[src/rtl/mem_access.sv]
// Memory-access pipeline stage: load/store handshake with data memory, big-endian lane steering, writeback.
// Optional watchdog on the memory handshake is enabled by defining MEM_TIMEOUT_EN.
module mem_access #(
   parameter int unsigned XLEN           = 32,
   parameter int unsigned TIMEOUT_CYCLES = 64
) (
   input  logic            clk,
   input  logic            reset,
   input  logic            valid_in,
   input  logic [11:0]     operation,
   input  logic [XLEN-1:0] exec_out,
   input  logic [XLEN-1:0] content_rs2,
   input  logic [4:0]      address_rd,
   output logic            stall,
   output logic            mem_req,
   output logic            mem_we,
   output logic [XLEN-1:0] mem_addr,
   output logic [XLEN-1:0] mem_wdata,
   output logic [3:0]      mem_be,
   input  logic [XLEN-1:0] mem_rdata,
   input  logic            mem_ack,
   output logic [XLEN-1:0] mem_data_out,
   output logic [XLEN-1:0] wb_value,
   output logic [4:0]      wb_rd,
   output logic            wb_valid,
   output logic            misaligned,
   output logic            bus_error
);

   localparam logic [1:0] S_IDLE   = 2'd0;
   localparam logic [1:0] S_ACCESS = 2'd1;
   localparam logic [1:0] S_RESP   = 2'd2;

   localparam logic [6:0] OP_LOAD  = 7'b0000011;
   localparam logic [6:0] OP_STORE = 7'b0100011;

   logic [1:0]      state;
   logic [2:0]      funct3;
   logic [1:0]      off;
   logic            is_load, is_store, is_mem, aligned, accept;
   logic [3:0]      be_next;
   logic [XLEN-1:0] wdata_next;
   logic [XLEN-1:0] load_shifted;
   logic            lat_load;
   logic [4:0]      lat_rd;
   logic [1:0]      lat_off;
   logic            unused_bits;

   assign funct3   = operation[9:7];
   assign off      = exec_out[1:0];
   assign is_load  = (operation[6:0] == OP_LOAD);
   assign is_store = (operation[6:0] == OP_STORE);
   assign is_mem   = is_load | is_store;

   always_comb begin
      aligned = 1'b1;
      case (funct3[1:0])
         2'b00:   aligned = 1'b1;
         2'b01:   aligned = ~off[0];
         default: aligned = (off == 2'b00);
      endcase
   end

   assign accept = (state == S_IDLE) && valid_in && is_mem && aligned;
   assign stall  = accept || (state == S_ACCESS);

   // Store data is replicated across all lanes; byte enables pick the addressed lanes.
   always_comb begin
      be_next    = 4'b1111;
      wdata_next = content_rs2;
      case (funct3[1:0])
         2'b00: begin
            be_next    = 4'b1000 >> off;
            wdata_next = {4{content_rs2[7:0]}};
         end
         2'b01: begin
            be_next    = 4'b1100 >> off;
            wdata_next = {2{content_rs2[15:0]}};
         end
         default: begin
            be_next    = 4'b1111;
            wdata_next = content_rs2;
         end
      endcase
      if (is_load) be_next = 4'b1111;
   end

   assign load_shifted = mem_rdata << {lat_off, 3'b000};

`ifdef MEM_TIMEOUT_EN
   localparam int unsigned TW = $clog2(TIMEOUT_CYCLES) + 1;
   logic [TW-1:0] tcnt;
   assign unused_bits = ^operation[11:9];
`else
   assign unused_bits = ^{operation[11:9], TIMEOUT_CYCLES[0]};
`endif

   always_ff @(posedge clk) begin
      if (reset) begin
         state        <= S_IDLE;
         mem_req      <= 1'b0;
         mem_we       <= 1'b0;
         mem_be       <= '0;
         mem_addr     <= '0;
         mem_wdata    <= '0;
         mem_data_out <= '0;
         wb_value     <= '0;
         wb_rd        <= '0;
         wb_valid     <= 1'b0;
         misaligned   <= 1'b0;
         bus_error    <= 1'b0;
         lat_load     <= 1'b0;
         lat_rd       <= '0;
         lat_off      <= '0;
`ifdef MEM_TIMEOUT_EN
         tcnt         <= '0;
`endif
      end else begin
         wb_valid   <= 1'b0;
         misaligned <= 1'b0;
         bus_error  <= 1'b0;
         case (state)
            S_IDLE: begin
               if (valid_in) begin
                  if (!is_mem) begin
                     wb_valid <= 1'b1;
                     wb_value <= exec_out;
                     wb_rd    <= address_rd;
                  end else if (!aligned) begin
                     misaligned <= 1'b1;
                  end else begin
                     state     <= S_ACCESS;
                     mem_req   <= 1'b1;
                     mem_we    <= is_store;
                     mem_addr  <= {exec_out[XLEN-1:2], 2'b00};
                     mem_be    <= be_next;
                     mem_wdata <= wdata_next;
                     lat_load  <= is_load;
                     lat_rd    <= address_rd;
                     lat_off   <= off;
`ifdef MEM_TIMEOUT_EN
                     tcnt      <= '0;
`endif
                  end
               end
            end
            S_ACCESS: begin
               if (mem_ack) begin
                  mem_req <= 1'b0;
                  state   <= S_RESP;
                  if (lat_load) begin
                     mem_data_out <= load_shifted;
                     wb_valid     <= 1'b1;
                     wb_value     <= load_shifted;
                     wb_rd        <= lat_rd;
                  end
               end
`ifdef MEM_TIMEOUT_EN
               else if (tcnt == TW'(TIMEOUT_CYCLES - 1)) begin
                  mem_req   <= 1'b0;
                  bus_error <= 1'b1;
                  state     <= S_IDLE;
               end else begin
                  tcnt <= tcnt + TW'(1);
               end
`endif
            end
            S_RESP:  state <= S_IDLE;
            default: state <= S_IDLE;
         endcase
      end
   end

endmodule

[config.mk]
export PLATFORM = sky130hd
export DESIGN_NAME = mem_access
export DESIGN_NICKNAME = d
export VERILOG_FILES = /design/src/rtl/mem_access.sv
export SDC_FILE = /design/constraint.sdc
export NUM_CORES = 1
export LEC_CHECK = 0
export CELL_PAD_IN_SITES_DETAIL_PLACEMENT = 0
export CELL_PAD_IN_SITES_GLOBAL_PLACEMENT = 1
export CORE_MARGIN = 10
export CORE_UTILIZATION = 32
export DETAILED_ROUTE_END_ITERATION = 6
export PLACE_DENSITY = 0.78
export SLEW_MARGIN = 20
export SYNTH_ARGS = -nofsm -noshare
export SYNTH_HDL_FRONTEND = slang
export SYNTH_SLANG_ARGS = --single-unit
export TNS_END_PERCENT = 20
[constraint.sdc]
create_clock -name clk -period 1.75 [get_ports clk]
set_input_delay 0.2625 -clock clk [delete_from_list [all_inputs] [get_ports clk]]
set_output_delay 0.2625 -clock clk [all_outputs]
set_load 0.01 [all_outputs]
======== After elaboration in Yosys (flattened, before gate mapping) ========
Index checks and enable logic that the tools add are counted.
cells by class
  equal/unequal tests ..................... 10
  $lt $le $gt $ge ......................... 0
  divide/modulo/power cells ............... 0
  add/subtract/negate cells ............... 0
  reductions and logical operators ........ 14
  bitwise operators ....................... 5
  $mul .................................... 0
  muxes and demuxes ....................... 30
  shift operators ......................... 3
operators with widths
  operator                                          count
  2-to-1 mux 32 bit                                 4
  case mux 32 bit (2 select lines)                  2
  << shifter 32 x 5 -> 32 bit                       1
  2-to-1 mux 5 bit                                  4
  inequality test 2 bit (second input constant)     6
  case mux 5 bit (2 select lines)                   1
  AND reduction 5 bit                               2
  2-to-1 mux 1 bit                                  9
  2-to-1 mux 2 bit                                  4
  case mux 4 bit (2 select lines)                   1
  AND reduction 4 bit                               2
  >> shifter 4 x 2 -> 4 bit (first input constant)  2
  == test 7 x 2 -> 1 bit (second input constant)    1
  == test 7 x 6 -> 1 bit (second input constant)    1
  logical NOT 2 bit                                 3
  case mux 1 bit (2 select lines)                   3
  == test 2 x 1 -> 1 bit (second input constant)    2
  2-to-1 mux 4 bit                                  1
  NOT 1 bit                                         4
  case mux 2 bit (2 select lines)                   1
  OR reduction 4 bit                                1
  logical AND 1 bit                                 3
  AND reduction 3 bit                               1
  nonzero test 2 bit                                1
  other kinds (2)                                   2
storage, ports and cells
  output and inout port bits .............. 143
  bits in latches ......................... 0
  flip-flop bits (word level) ............. 149
  memories ................................ 0
  memory bits (read-only) ................. 0
  word-level logic and storage cells ...... 76
  memory bits (writable) .................. 0

======== Logic depth before layout (Yosys ltp) ========
Gate-level depths: netlist of the first run.
  word-level depth ........................ 6
  depth in mapped cells ................... 7
  mapped depth without buffers ............ 4

======== Worst setup path after synthesis of the first run ========
OpenSTA, ideal clock, no wires.
  path kind ............................... reg-to-reg
  from .................................... register state[1]
  to ...................................... register wb_value[15]
  clock period less this slack ............ 1597 ps
  data required time ...................... 1618 ps
  setup slack ............................. 153 ps
  stages on the path, launching flop included .. 7
  library setup time ...................... 132 ps
  arrival ................................. 1465 ps
  cells stage by stage .................... dfxtp_1 or3b_1 a21o_1 buf_6 buf_6 a222oi_1 nor3_1
on the way
  longest elaborated chain between the ends .. 3
RTL lines
  item                                                                                 line  RTL
  start, declared                                                                      37    logic [1:0] state;
  start signal, assigned                                                               100   state <= S_IDLE;
  start signal, assigned                                                               132   state <= S_ACCESS;
  start signal, assigned                                                               150   state <= S_RESP;
  == test 2 x 1 -> 1 bit / logical NOT 2 bit (equally long branches)                   122   case (state)
  inequality test 2 bit (no source line) / nonzero test 2 bit (equally long branches)  -
  AND reduction 5 bit (no source line)                                                 -
  end signal, assigned                                                                 127   wb_value <= exec_out;
  end signal, assigned                                                                 154   wb_value <= load_shifted;
  end, declared                                                                        23    output logic [XLEN-1:0] wb_value,
Parallel ways exist; a longest one is shown, timed or not.
A chain may end at the register's enable or synchronous reset.

======== Worst setup path in the final report of the first run ========
  from .................................... input valid_in
  to ...................................... output stall
on the way
  longest elaborated chain between the ends .. 4
RTL lines
  item                            line  RTL
  start, declared                 9     input logic valid_in,
  logical AND 1 bit (3 in a row)  64    assign accept = (state == S_IDLE) && valid_in && is_mem && aligned;
  logical OR 1 bit                65    assign stall = accept || (state == S_ACCESS);
  end, declared                   14    output logic stall,
No other way between the ends.

==> results of run 1 <==
[stage by stage]
stage               power [W]  instance area (sq um)
floorplan             0.00398                   6840
global placement      0.00466                   9960
detailed placement    0.00466                   9960
CTS                   0.00821                  10600
global route          0.00845                  10600
finish                0.00817                  10600
[report_power, final]
part,internal [W],switching [W]
Clock,0.00201,0.00154
Sequential,0.00346,0.0000353
Combinational,0.000575,0.000544
[cells by family after synthesis]
logic type      Yosys count  synth area share
flops                   149             0.437
simple gates            231             0.162
compound gates          260             0.231
other cells               1          0.000549
buf+inv                 101            0.0707
mux                      56            0.0982
[registers in the layout, summed over array words and instances (netlist names), 2 cells and up]
name          cells
mem_data_out     32
lat_off           2
mem_be            4
mem_wdata        32
lat_rd            5
wb_rd             5
wb_value         32
state             2
mem_addr         30
[metal layers]
metal,global-route usage,vias up,wire [um]
met5,0,-,0
met2,0.324,233,14200
met1,0.250,3422,12500
met4,0.0663,0,597
met3,0.0440,28,1620
li1,-,3410,-
[worst paths after layout]
| path | slack, ns | start | cells after the start | end |
|---|---|---|---|---|
| worst max-delay path | -0.06 | valid_in | 6 | stall |
| worst min-delay path | 0.28 | reset | 2 | mem_data_out[13] |
| worst max register to register | 0.07 | state[1] | 6 | wb_value[15] |
| worst min register to register | 0.45 | mem_data_out[22] | 2 | mem_data_out[22] |
[Yosys cell counts (all sizes together), types with 2 or more instances]
library cell	number	area [sq um]
a311oi	14	123
nor2	24	97.6
a222oi	8	80.1
inv	9	33.8
buf	49	288
a2bb2oi	8	70.1
nor3	31	155
a211oi	19	143
o2bb2ai	8	70.1
a221oi	8	70.1
o221ai	8	70.1
nand4	2	12.5
mux2i	40	400
a21oi	111	556
nand2	71	267
mux4	8	180
dfxtp	149	2980
and3	2	12.5
nand3	69	345
o21ai	71	355
clkbuf	43	161
nor2b	3	18.8
nand2b	21	131
mux2	8	90.1
[area by class of cell]
cell class / instances / area [sq um]
Timing Repair Buffer: 323 / 3250
Fill cell: 1986 / 10400
Sequential cell: 149 / 2980
Antenna cell: 1 / 2.50
Inverter: 9 / 33.8
Clock buffer: 19 / 443
Multi-Input combinational cell: 550 / 3410
Tap cell: 275 / 344
Clock inverter: 13 / 126
[what timing repair did]
| action | in CTS | in global routing |
|---|---|---|
| setup endpoints to repair | 1 | 66 |
| gates cloned | 0 | 1 |
| pin swaps | 3 | 3 |
| gates resized for setup | 13 | 7 |
[cells in the final DEF (no fill, tap or decap), types with 9 or more instances in the layout]
cell type        count
nand3_1             68
a21oi_1            110
clkbuf_16           18
dfxtp_1            148
clkdlybuf4s50_1    251
o21ai_0             57
inv_1                9
o21ai_1             14
a311oi_1            14
buf_12              12
mux2i_1             40
nand2_1             69
buf_4               56
nand2b_1            20
a211oi_1            19
nor2_1              22
nor3_1              31
==> impl_metrics.toml, run 1 <==
[setup_path]
crit_type = "input pin to output pin"
crit_path_max_fanout = 2
path_cells = "clkdlybuf4s50_1 -> nor3b_4 -> and3_4 -> nand2_4 -> nand2_2 -> buf_6"
end_kind = "output pin"
max_stage_delay_ns = 0.51
cp-start-kind = "input pin"
cp_num_buf_inv = 2
crit_arrival_ns = 1.54
cp.required_ns = 1.49
critical_path.top_delay_family = "simple AND/OR/NAND/NOR gates"
slowest_stage = "clkdlybuf4s50_1"

[floorplanning]
dieWidth_um = 166
dieArea_sq_um = 27600
num_rows = 53
top_level_ports = 260
fp.dieH_um = 166
start_util = 0.325
coreArea_sq_um = 21000

[cells_and_area]
syn2layout_area_growth_pct = 55.1
nNetsFinal = 1167
drive_gt1_frac = 0.127
fin_cells = 1339
final_util = 0.504

[synthesis]
synth_ff_type = "dfxtp_1"
syn_inst = 798
syn_area_sq_um = 6830
synth_edf_count = 0
yosysWarnings = 0
ys_types = 43
seq_area_frac_synth = 0.437
synth_seq_cells = 149
avgSynthCellArea_sq_um = 8.56
async_flop_share = 0

[sta]
rsz0062_at_grt = "yes"
layout_worst_path_cycle_share = 1.03
post-route-worst-setup-slack_ns = -0.0565
holdWs_ns = 0.281
setup_viol = 1
layout_min_cycle_time_ns = 1.81
drv_slew = 0
hold_viol_final = 0
skew_ns = 0.00912
fmax_ghz = 0.554
fin_tns_setup_ns = -0.0565

[flow_run]
max-cap-violations = 0

[detailed_routing]
vias_per_cell = 5.30
wl_per_cell_um = 21.6
drc = 0
vias = 7093
first_pass_iters = 5
drt_iter0_drc = 481
wirelength_um = 28900
drtAntennaViolNets = 0

[cts]
root_buffer = "clkbuf_16"
numCtsBuffers = 17
clock_path_buffers = 2
h-tree-depth = 4
clkSinkCount = 149
clk_pin_slew_ns = 0.07
clk_latency_ns = 0.43
cts_hold_buffers = 0
post_cts_buffers = 0
cts_tree = "yes"

[pwr]
worst_ir_drop_vdd_mv = 0.621
leakage_nw = 3.72
power_density_nw_per_um2 = 771

[grt]
grt_overflow = 0
grt_usage = 0.198
grt_pass1_wl_um = 43300
grt_pass1_vias = 6984
grt_max_degree = 62
grt_antenna_before_repair = 1

[status]
violations = "setup timing"
status = "finished, violations left"

[placed_design]
numPortBuffers = 253
hpwl_um = 21400
dp.cells = 1305
pre_cts_ws_ns = -0.583
place_congestion = 0.877

[min_path]
hold_class = "input pin to flip-flop"
(Power assumes the default switching activity.)
==> run 2: changes to the inputs <==
Settings changed: CTS_CLUSTER_DIAMETER set to 80, GPL_ROUTABILITY_DRIVEN set to 0, MAX_ROUTING_LAYER set to met4.
==> impl_metrics.toml, run 2 (synthesized netlist as in run 1, its figures left out) <==
[status]
status = "finished, violations left"
violations = "setup timing"

[pwr]
leakage_nw = 3.72
power_density_nw_per_um2 = 770
worst_ir_drop_vdd_mv = 0.617

[flow_run]
max-cap-violations = 0

[sta]
layout_worst_path_cycle_share = 1.04
hold_viol_final = 0
setup_viol = 1
layout_min_cycle_time_ns = 1.82
post-route-worst-setup-slack_ns = -0.0694
fmax_ghz = 0.550
skew_ns = 0.00784
drv_slew = 0
holdWs_ns = 0.280
rsz0062_at_grt = "yes"

[cts]
clkSinkCount = 149
h-tree-depth = 4
clock_path_buffers = 2
root_buffer = "clkbuf_16"
cts_tree = "yes"
post_cts_buffers = 0
clk_latency_ns = 0.42
numCtsBuffers = 17
clk_pin_slew_ns = 0.07

[setup_path]
r2r-end = "wb_value[15]"
cp.required_ns = 1.49
crit_start = "valid_in"
crit_arrival_ns = 1.56
cp-start-kind = "input pin"
rr_startpoint = "state[1]"
rrSetupSlack_ns = 0.08
crit_type = "input pin to output pin"
crit_path_max_fanout = 2
end_kind = "output pin"
ff2ff_path_depth = 6

[detailed_routing]
vias = 7069
drtAntennaViolNets = 0
wl_per_cell_um = 21.6
vias_per_cell = 5.28
drt_iter0_drc = 480
first_pass_iters = 5
drc = 0
wirelength_um = 28900

[grt]
grt_pass1_vias = 6995
grt_antenna_before_repair = 1
grt_max_degree = 62
grt_overflow = 0
grt_usage = 0.203
grt_pass1_wl_um = 43200

[cells_and_area]
nNetsFinal = 1167
layout_commonest_cell = "clkdlybuf4s50_1"
final_cell_area_sq_um = 10600
drive_gt1_frac = 0.127
syn2layout_area_growth_pct = 55.1
top_regs = "mem_data_out (32), mem_wdata (32), wb_value (32)"
mostFrequentLayoutCells = "clkdlybuf4s50_1 (251), dfxtp_1 (148), a21oi_1 (110)"
filler_cell_count = 1986

[min_path]
min_to = "mem_data_out[13]"
min-delay-start = "reset"
holdPathStages = 2
hold_class = "input pin to flip-flop"

[floorplanning]
dieWidth_um = 166
dieArea_sq_um = 27600
coreArea_sq_um = 21000
top_level_ports = 260
start_util = 0.325
fp.dieH_um = 166
num_rows = 53

[placed_design]
place_area_sq_um = 9960
hpwl_um = 21400
numPortBuffers = 253
==> run 2: cell counts in the layout (fill, tap and decap cells not counted) <==
No cell type changed its count.
==> run 2: where the power goes <==
| group | total [W] | switching [W] | internal (W) |
|---|---|---|---|
| sequential | 0.00349 | 0.0000351 | 0.00346 |
| clock | 0.00355 | 0.00154 | 0.00201 |
| combinational | 0.00112 | 0.000546 | 0.000575 |
| total | 0.00816 | 0.00212 | 0.00604 |
==> run 2: layer usage <==
layer | part of all wire | vias to the layer above | track usage
li1 | - | 3414 | -
met1 | 0.44 | 3416 | 0.252
met2 | 0.49 | 217 | 0.326
met3 | 0.051 | 22 | 0.0469
met4 | 0.016 | 0 | 0.0532
met5 | 0 | - | -
==> run 2: what timing repair did <==
| item | in CTS | in global routing |
|---|---|---|
| hold buffers | 0 | 0 |
| resized for setup | 13 | 7 |
| cloned | 0 | 1 |
| pin swaps | 3 | 3 |
| setup endpoints to repair | 1 | 65 |
==> run 2: stage by stage <==
step / setup WS, ns / power [W] / util / TNS, ns / cells
floorplan: 0.153 / 0.00398 / - / 0 / 800
global placement: -0.605 / 0.00466 / 0.474 / -34.61 / 1305
detailed placement: -0.583 / 0.00466 / 0.474 / -36.15 / 1305
CTS: -0.0204 / 0.00821 / 0.502 / -0.0204 / 1337
global route: -0.0767 / 0.00846 / 0.504 / -0.340 / 1339
finish: -0.0694 / 0.00816 / 0.504 / -0.0694 / 1339
==> run 2: cell type report <==
cell class / instances / area, sq um / share of cell area
repair buffers: 323 / 3250 / 0.307
well taps: 275 / 344 / 0.0325
clock buffers: 19 / 443 / 0.0418
clock inverters: 13 / 126 / 0.0119
inverters: 9 / 33.8 / 0.00319
diodes: 1 / 2.50 / 0.000236
flip-flops and latches: 149 / 2980 / 0.282
multi-input cells: 550 / 3410 / 0.322
==> run 2: worst max path at each step <==
stage / end / slack, ns / cells after the start
after global placement: stall / -0.61 / 6
after CTS: stall / -0.02 / 5
final: stall / -0.07 / 6
after floorplan: wb_value[15] / 0.15 / 6
after detailed placement: stall / -0.58 / 6
after global routing: stall / -0.08 / 5
==> run 2: worst max-delay path, cell delays in order <==
cell and delay (ns):
clkdlybuf4s50_1 0.51, nor3b_4 0.27, and3_4 0.25, nand2_4 0.07, nand2_2 0.07, buf_6 0.11
==> run 3: changes to the inputs <==
Settings changed: CELL_PAD_IN_SITES_GLOBAL_PLACEMENT 1 to 2, CORE_UTILIZATION 32 to 25, SLEW_MARGIN 20 to 40.
==> impl_metrics.toml, run 3 (synthesized netlist as in run 1, its figures left out) <==
[sta]
layout_min_cycle_time_ns = 1.77
fin_tns_setup_ns = -0.0198
drv_slew = 0
setup_viol = 1
skew_ns = 0.0137
rsz0062_at_grt = "yes"
fmax_ghz = 0.565
hold_viol_final = 0
post-route-worst-setup-slack_ns = -0.0198
layout_worst_path_cycle_share = 1.01

[grt]
grt_max_degree = 58
grt_usage = 0.179
grt_overflow = 0
grt_antenna_before_repair = 1
grtUsageMet3 = 0.0359
use_met2 = 0.288
busiest_layer = "met2"
grtUsageMet1 = 0.225
grt_pass1_vias = 7093
grt_pass1_wl_um = 45200

[cells_and_area]
mostFrequentLayoutCells = "clkdlybuf4s50_1 (251), dfxtp_1 (147), a21oi_1 (110)"
layout_commonest_cell = "clkdlybuf4s50_1"
nNetsFinal = 1169
multi_input_area_sq_um = 3490
fin_cells = 1407
area.sequential_sq_um = 2990
drive_gt1_frac = 0.139
top_regs = "mem_data_out (32), mem_wdata (32), wb_value (32)"
filler_cell_count = 2692
syn2layout_area_growth_pct = 58.8
final_util = 0.403

[detailed_routing]
wirelength_um = 31200
wl_per_cell_um = 22.2
vias = 7067
drtAntennaViolNets = 0
vias_per_cell = 5.02
drc = 0
first_pass_iters = 5
drt_iter0_drc = 535

[cts]
clock_path_buffers = 2
clkSinkCount = 149
clk_latency_ns = 0.43
h-tree-depth = 4
root_buffer = "clkbuf_16"
clk_pin_slew_ns = 0.06
cts_tree = "yes"
numCtsBuffers = 17

[status]
status = "finished, violations left"
violations = "setup timing"

[setup_path]
crit_type = "flip-flop to output pin"
cp.required_ns = 1.49
crit_path_max_fanout = 2
crit_arrival_ns = 1.51
end_kind = "output pin"
cp-start-kind = "flip-flop"

[pwr]
leakage_nw = 3.79
p_switching_w = 0.00236
p_clk_frac = 0.450
worst_ir_drop_vdd_mv = 0.584
pwr-share-comb = 0.137
power_frac_seq = 0.413
power_density_nw_per_um2 = 780
swShare = 0.279
cellInternalPower_w = 0.00610

[floorplanning]
dieArea_sq_um = 34300
coreArea_sq_um = 27000
dieWidth_um = 185
top_level_ports = 260
fp.dieH_um = 185
start_util = 0.253
num_rows = 60

[flow_run]
max-cap-violations = 0

[placed_design]
numPortBuffers = 253
dp.cells = 1371
hpwl_um = 23300

[min_path]
hold_class = "input pin to flip-flop"
-- run 3: cell count changes in the layout (fill, tap and decap cells not counted), moves of 2 or more --
cell and delta:
inv_6 +2, a221oi_2 +7, clkinv_8 +2, clkinv_4 -3
inv_8 +5, buf_4 -7, buf_6 +7, a221oi_1 -7
clkinvlp_4 -3
-- run 3: stage by stage --
| stage | setup WS, ns | cell area (sq um) | total power (W) | hold WS, ns |
|---|---|---|---|---|
| 3_5_place_dp | -0.594 | 10000 | 0.00468 | 0.449 |
| 4_1_cts | -0.0359 | 10700 | 0.00852 | 0.205 |
| 2_1_floorplan | 0.153 | 6840 | 0.00398 | 0.376 |
| 5_1_grt | -0.0785 | 10800 | 0.00876 | 0.213 |
| 3_3_place_gp | -0.560 | 10000 | 0.00469 | 0.440 |
| 6_report | -0.0198 | 10800 | 0.00846 | 0.220 |
-- run 3: what timing repair did --
item                                    in CTS  in global routing
hold buffers                                 0                  0
endpoints found under the setup margin      37                 89
cloned                                       0                  1
resized for setup                           15                 30
pin swaps                                    3                 19
setup buffers                                1                  1
-- run 3: power by group through the flow --
stage | Combinational, W | Clock, W | Sequential (W)
2_1_floorplan | 0.000388 | 0 | 0.00359
3_3_place_gp | 0.00111 | 0 | 0.00357
3_5_place_dp | 0.00111 | 0 | 0.00357
4_1_cts | 0.00112 | 0.00390 | 0.00349
5_1_grt | 0.00123 | 0.00403 | 0.00350
6_report | 0.00116 | 0.00381 | 0.00349
-- run 3: final cells by class --
cell class                 instances  area share
inverter                           9     0.00311
antenna                            1    0.000231
sequential                       149       0.275
multi-input combinational        550       0.321
tap                              341      0.0393
clock buffer                      17      0.0392
clock inverter                    15      0.0165
timing repair buffer             325       0.305
-- run 3: worst paths after layout --
kind | start | to | slack [ns] | cells past startpoint
worst min-delay path | reset | state[1] | 0.22 | 2
worst max register to register | state[1] | wb_value[30] | 0.04 | 6
worst max-delay path | state[1] | stall | -0.02 | 5
worst min register to register | mem_data_out[23] | mem_data_out[23] | 0.46 | 2
-- run 3: per-layer routing --
layer | wire length (um) | share of wire | up-vias
li1 | - | - | 3425
met4 | 494 | 0.016 | 0
met3 | 1430 | 0.046 | 25
met2 | 15400 | 0.49 | 181
met5 | 0 | 0 | -
met1 | 13900 | 0.45 | 3436
-- run 3: critical path, stage by stage, from the launching register on --
cell     delay (ns)
dfxtp_2        0.34
nor3b_4        0.23
and3_4         0.26
nand2_4        0.07
nand2_2        0.07
buf_6          0.11
==> RTL change: new RTL, settings of run 2 <==
The option `MEM_TIMEOUT_EN` is turned on by a define.
--- a/src/rtl/mem_access.sv
+++ b/src/rtl/mem_access.sv
@@ -1,5 +1,7 @@
 // Memory-access pipeline stage: load/store handshake with data memory, big-endian lane steering, writeback.
 // Optional watchdog on the memory handshake is enabled by defining MEM_TIMEOUT_EN.
+`define MEM_TIMEOUT_EN
+
 module mem_access #(
    parameter int unsigned XLEN           = 32,
    parameter int unsigned TIMEOUT_CYCLES = 64
Behaviour: no difference found for any inputs over 4 cycles, from zero or initial values and one cycle with reset high; that may be too few to reach the edited logic, so the function may still have changed.
==> RTL change against run 2 <==
Synthesized area up 5.4%; sequential cell count increased by 8; maximum frequency rose by 6.8%; power grew 3.4%; utilization up 0.39 points; setup slack better by 0.12 ns; wire length up 3.8%; design area is 5.3% higher; count of clock-buffer cells in the layout up 4; via count up 7.7%; worst hold slack better by 0.021 ns; sequential share of layout area is 0.061 points higher.
==> RTL change: results <==
[run_status]
status = "finished clean"

[placed_design]
dp_hpwl_um = 22080
port_buffers = 254
placed_cell_area_mm2 = 0.01055

[clocking]
clk-insertion-delay-late_ns = 0.42
path_clk_slew_ns = 0.06
cts_buffer_depth = 2
root_buffer = "clkbuf_16"

[critical_path]
cp_slowest_stage_delay_ns = 0.48
slowest_stage = "or4_4"
cp_top_family = "simple AND/OR/NAND/NOR gates"
cp_max_fo = 4

[final_layout]
antenna_cells = 0
layout-drive-gt1-share_pct = 13.20
final_nets = 1249
fillCellCount = 2120
top_regs = "mem_data_out: 32 flops, mem_wdata: 32 flops, wb_value: 32 flops"

[global_routing]
grt_use_total_pct = 20.49
grt_pass1_vias = 7550
antenna_found_initial = 0
grt_pass1_wl_um = 45250
grt_max_degree = 63

[yosys]
async_flop_share_pct = 0
synthTopCellsByArea = "dfxtp_1 44%, a21oi_1 8.6%, mux2i_1 6.1%, o21ai_0 5.8%, nand3_1 5.1%"
synth_fa_ha_area_share_pct = 0.1739
synth-xor-area-share_pct = 0
synth_mux_area_share_pct = 7.997
ys_types = 48
synth_commonest_cells = "157 x dfxtp_1, 124 x a21oi_1, 83 x o21ai_0, 82 x nand2_1, 74 x nand3_1"
synth_compound_area_share_pct = 23.96
ys_seq_area_share_pct = 43.67

[route]
drt_first_pass_iters = 5
antenna_left = 0
dr.first_iter.drc_count = 684
wl_per_cell_um = 21.08
vias = 7611

[timing]
fin_worst_skew_ns = 0.007069
max_slew.worst_pin.slew_ns = 0.6691

[pwr]
p_leak_uw = 0.003831
ir_drop_uv = 548.7

[worst_hold_path]
hold_path.class = "in2reg"
-- RTL change: cell families after synthesis --
logic type	Yosys count
AO/OA/AOI/OAI	288
AND/OR/NAND/NOR	261
flip-flops	157
buffers and inverters	103
multiplexers	52
adder cells (fa/ha/maj)	1
other	1
-- RTL change: worst paths after layout --
check | from | endpoint | slack, ns | cells past startpoint
worst min-delay path | reset | mem_data_out[23]$_SDFFE_PP0P_ | 0.30 | 2
worst min register to register | tcnt[6]$_SDFFE_PP0P_ | tcnt[6]$_SDFFE_PP0P_ | 0.45 | 2
worst max register to register | tcnt[0]$_SDFFE_PP0P_ | tcnt[5]$_SDFFE_PP0P_ | 0.05 | 5
worst max-delay path | tcnt[0]$_SDFFE_PP0P_ | tcnt[5]$_SDFFE_PP0P_ | 0.05 | 5
-- RTL change: metrics by stage --
stage	cells	TNS (ns)	setup WS (ns)	util [%]	hold slack, ns
after global routing	1424	-0.04287	-0.02140	50.79	0.2919
after detailed placement	1391	-33.75	-0.4256	48.04	0.4409
final	1424	0	0.04653	50.79	0.3004
after floorplan	864	0	0.005236	-	0.4059
after CTS	1424	0	0.01266	50.67	0.2854
after global placement	1391	-26.77	-0.3677	48.04	0.4370
-- RTL change: timing repair --
action / CTS / global route
pin swaps: 4 / 6
setup buffers: 1 / 0
setup endpoints to repair: 3 / 13
hold buffers: 0 / 0
gates resized for setup: 9 / 7
-- RTL change: report_power, final --
| part | internal (µW) | total, µW | switching (µW) |
|---|---|---|---|
| Clock | 2070 | 3620 | 1550 |
| Combinational | 573 | 1130 | 559 |
| Sequential | 3640 | 3680 | 41.5 |
-- RTL change: area by class of cell --
class | instances | area, µm² | area share [%]
Clock buffer | 23 | 478.0 | 4.285
Sequential cell | 157 | 3148 | 28.23
Inverter | 10 | 37.54 | 0.3365
Timing Repair Buffer | 341 | 3412 | 30.59
Multi-Input combinational cell | 604 | 3641 | 32.65
Clock inverter | 9 | 86.33 | 0.7741
Tap cell | 280 | 350.3 | 3.141
-- RTL change: layer usage --
layer | track usage, % | vias up | routed length (µm)
met5 | - | - | 0
met2 | 30.29 | 286 | 13340
met1 | 26.58 | 3621 | 13670
li1 | - | 3674 | -
met4 | 5.454 | 0 | 463
met3 | 6.247 | 30 | 2551
-- RTL change: worst register-to-register path, stage by stage (launching register included) --
cell and delay, ns:
dfxtp_2 0.34, ha_4 0.16, and2_4 0.16, a211o_4 0.34
or4_4 0.48, a31oi_1 0.17
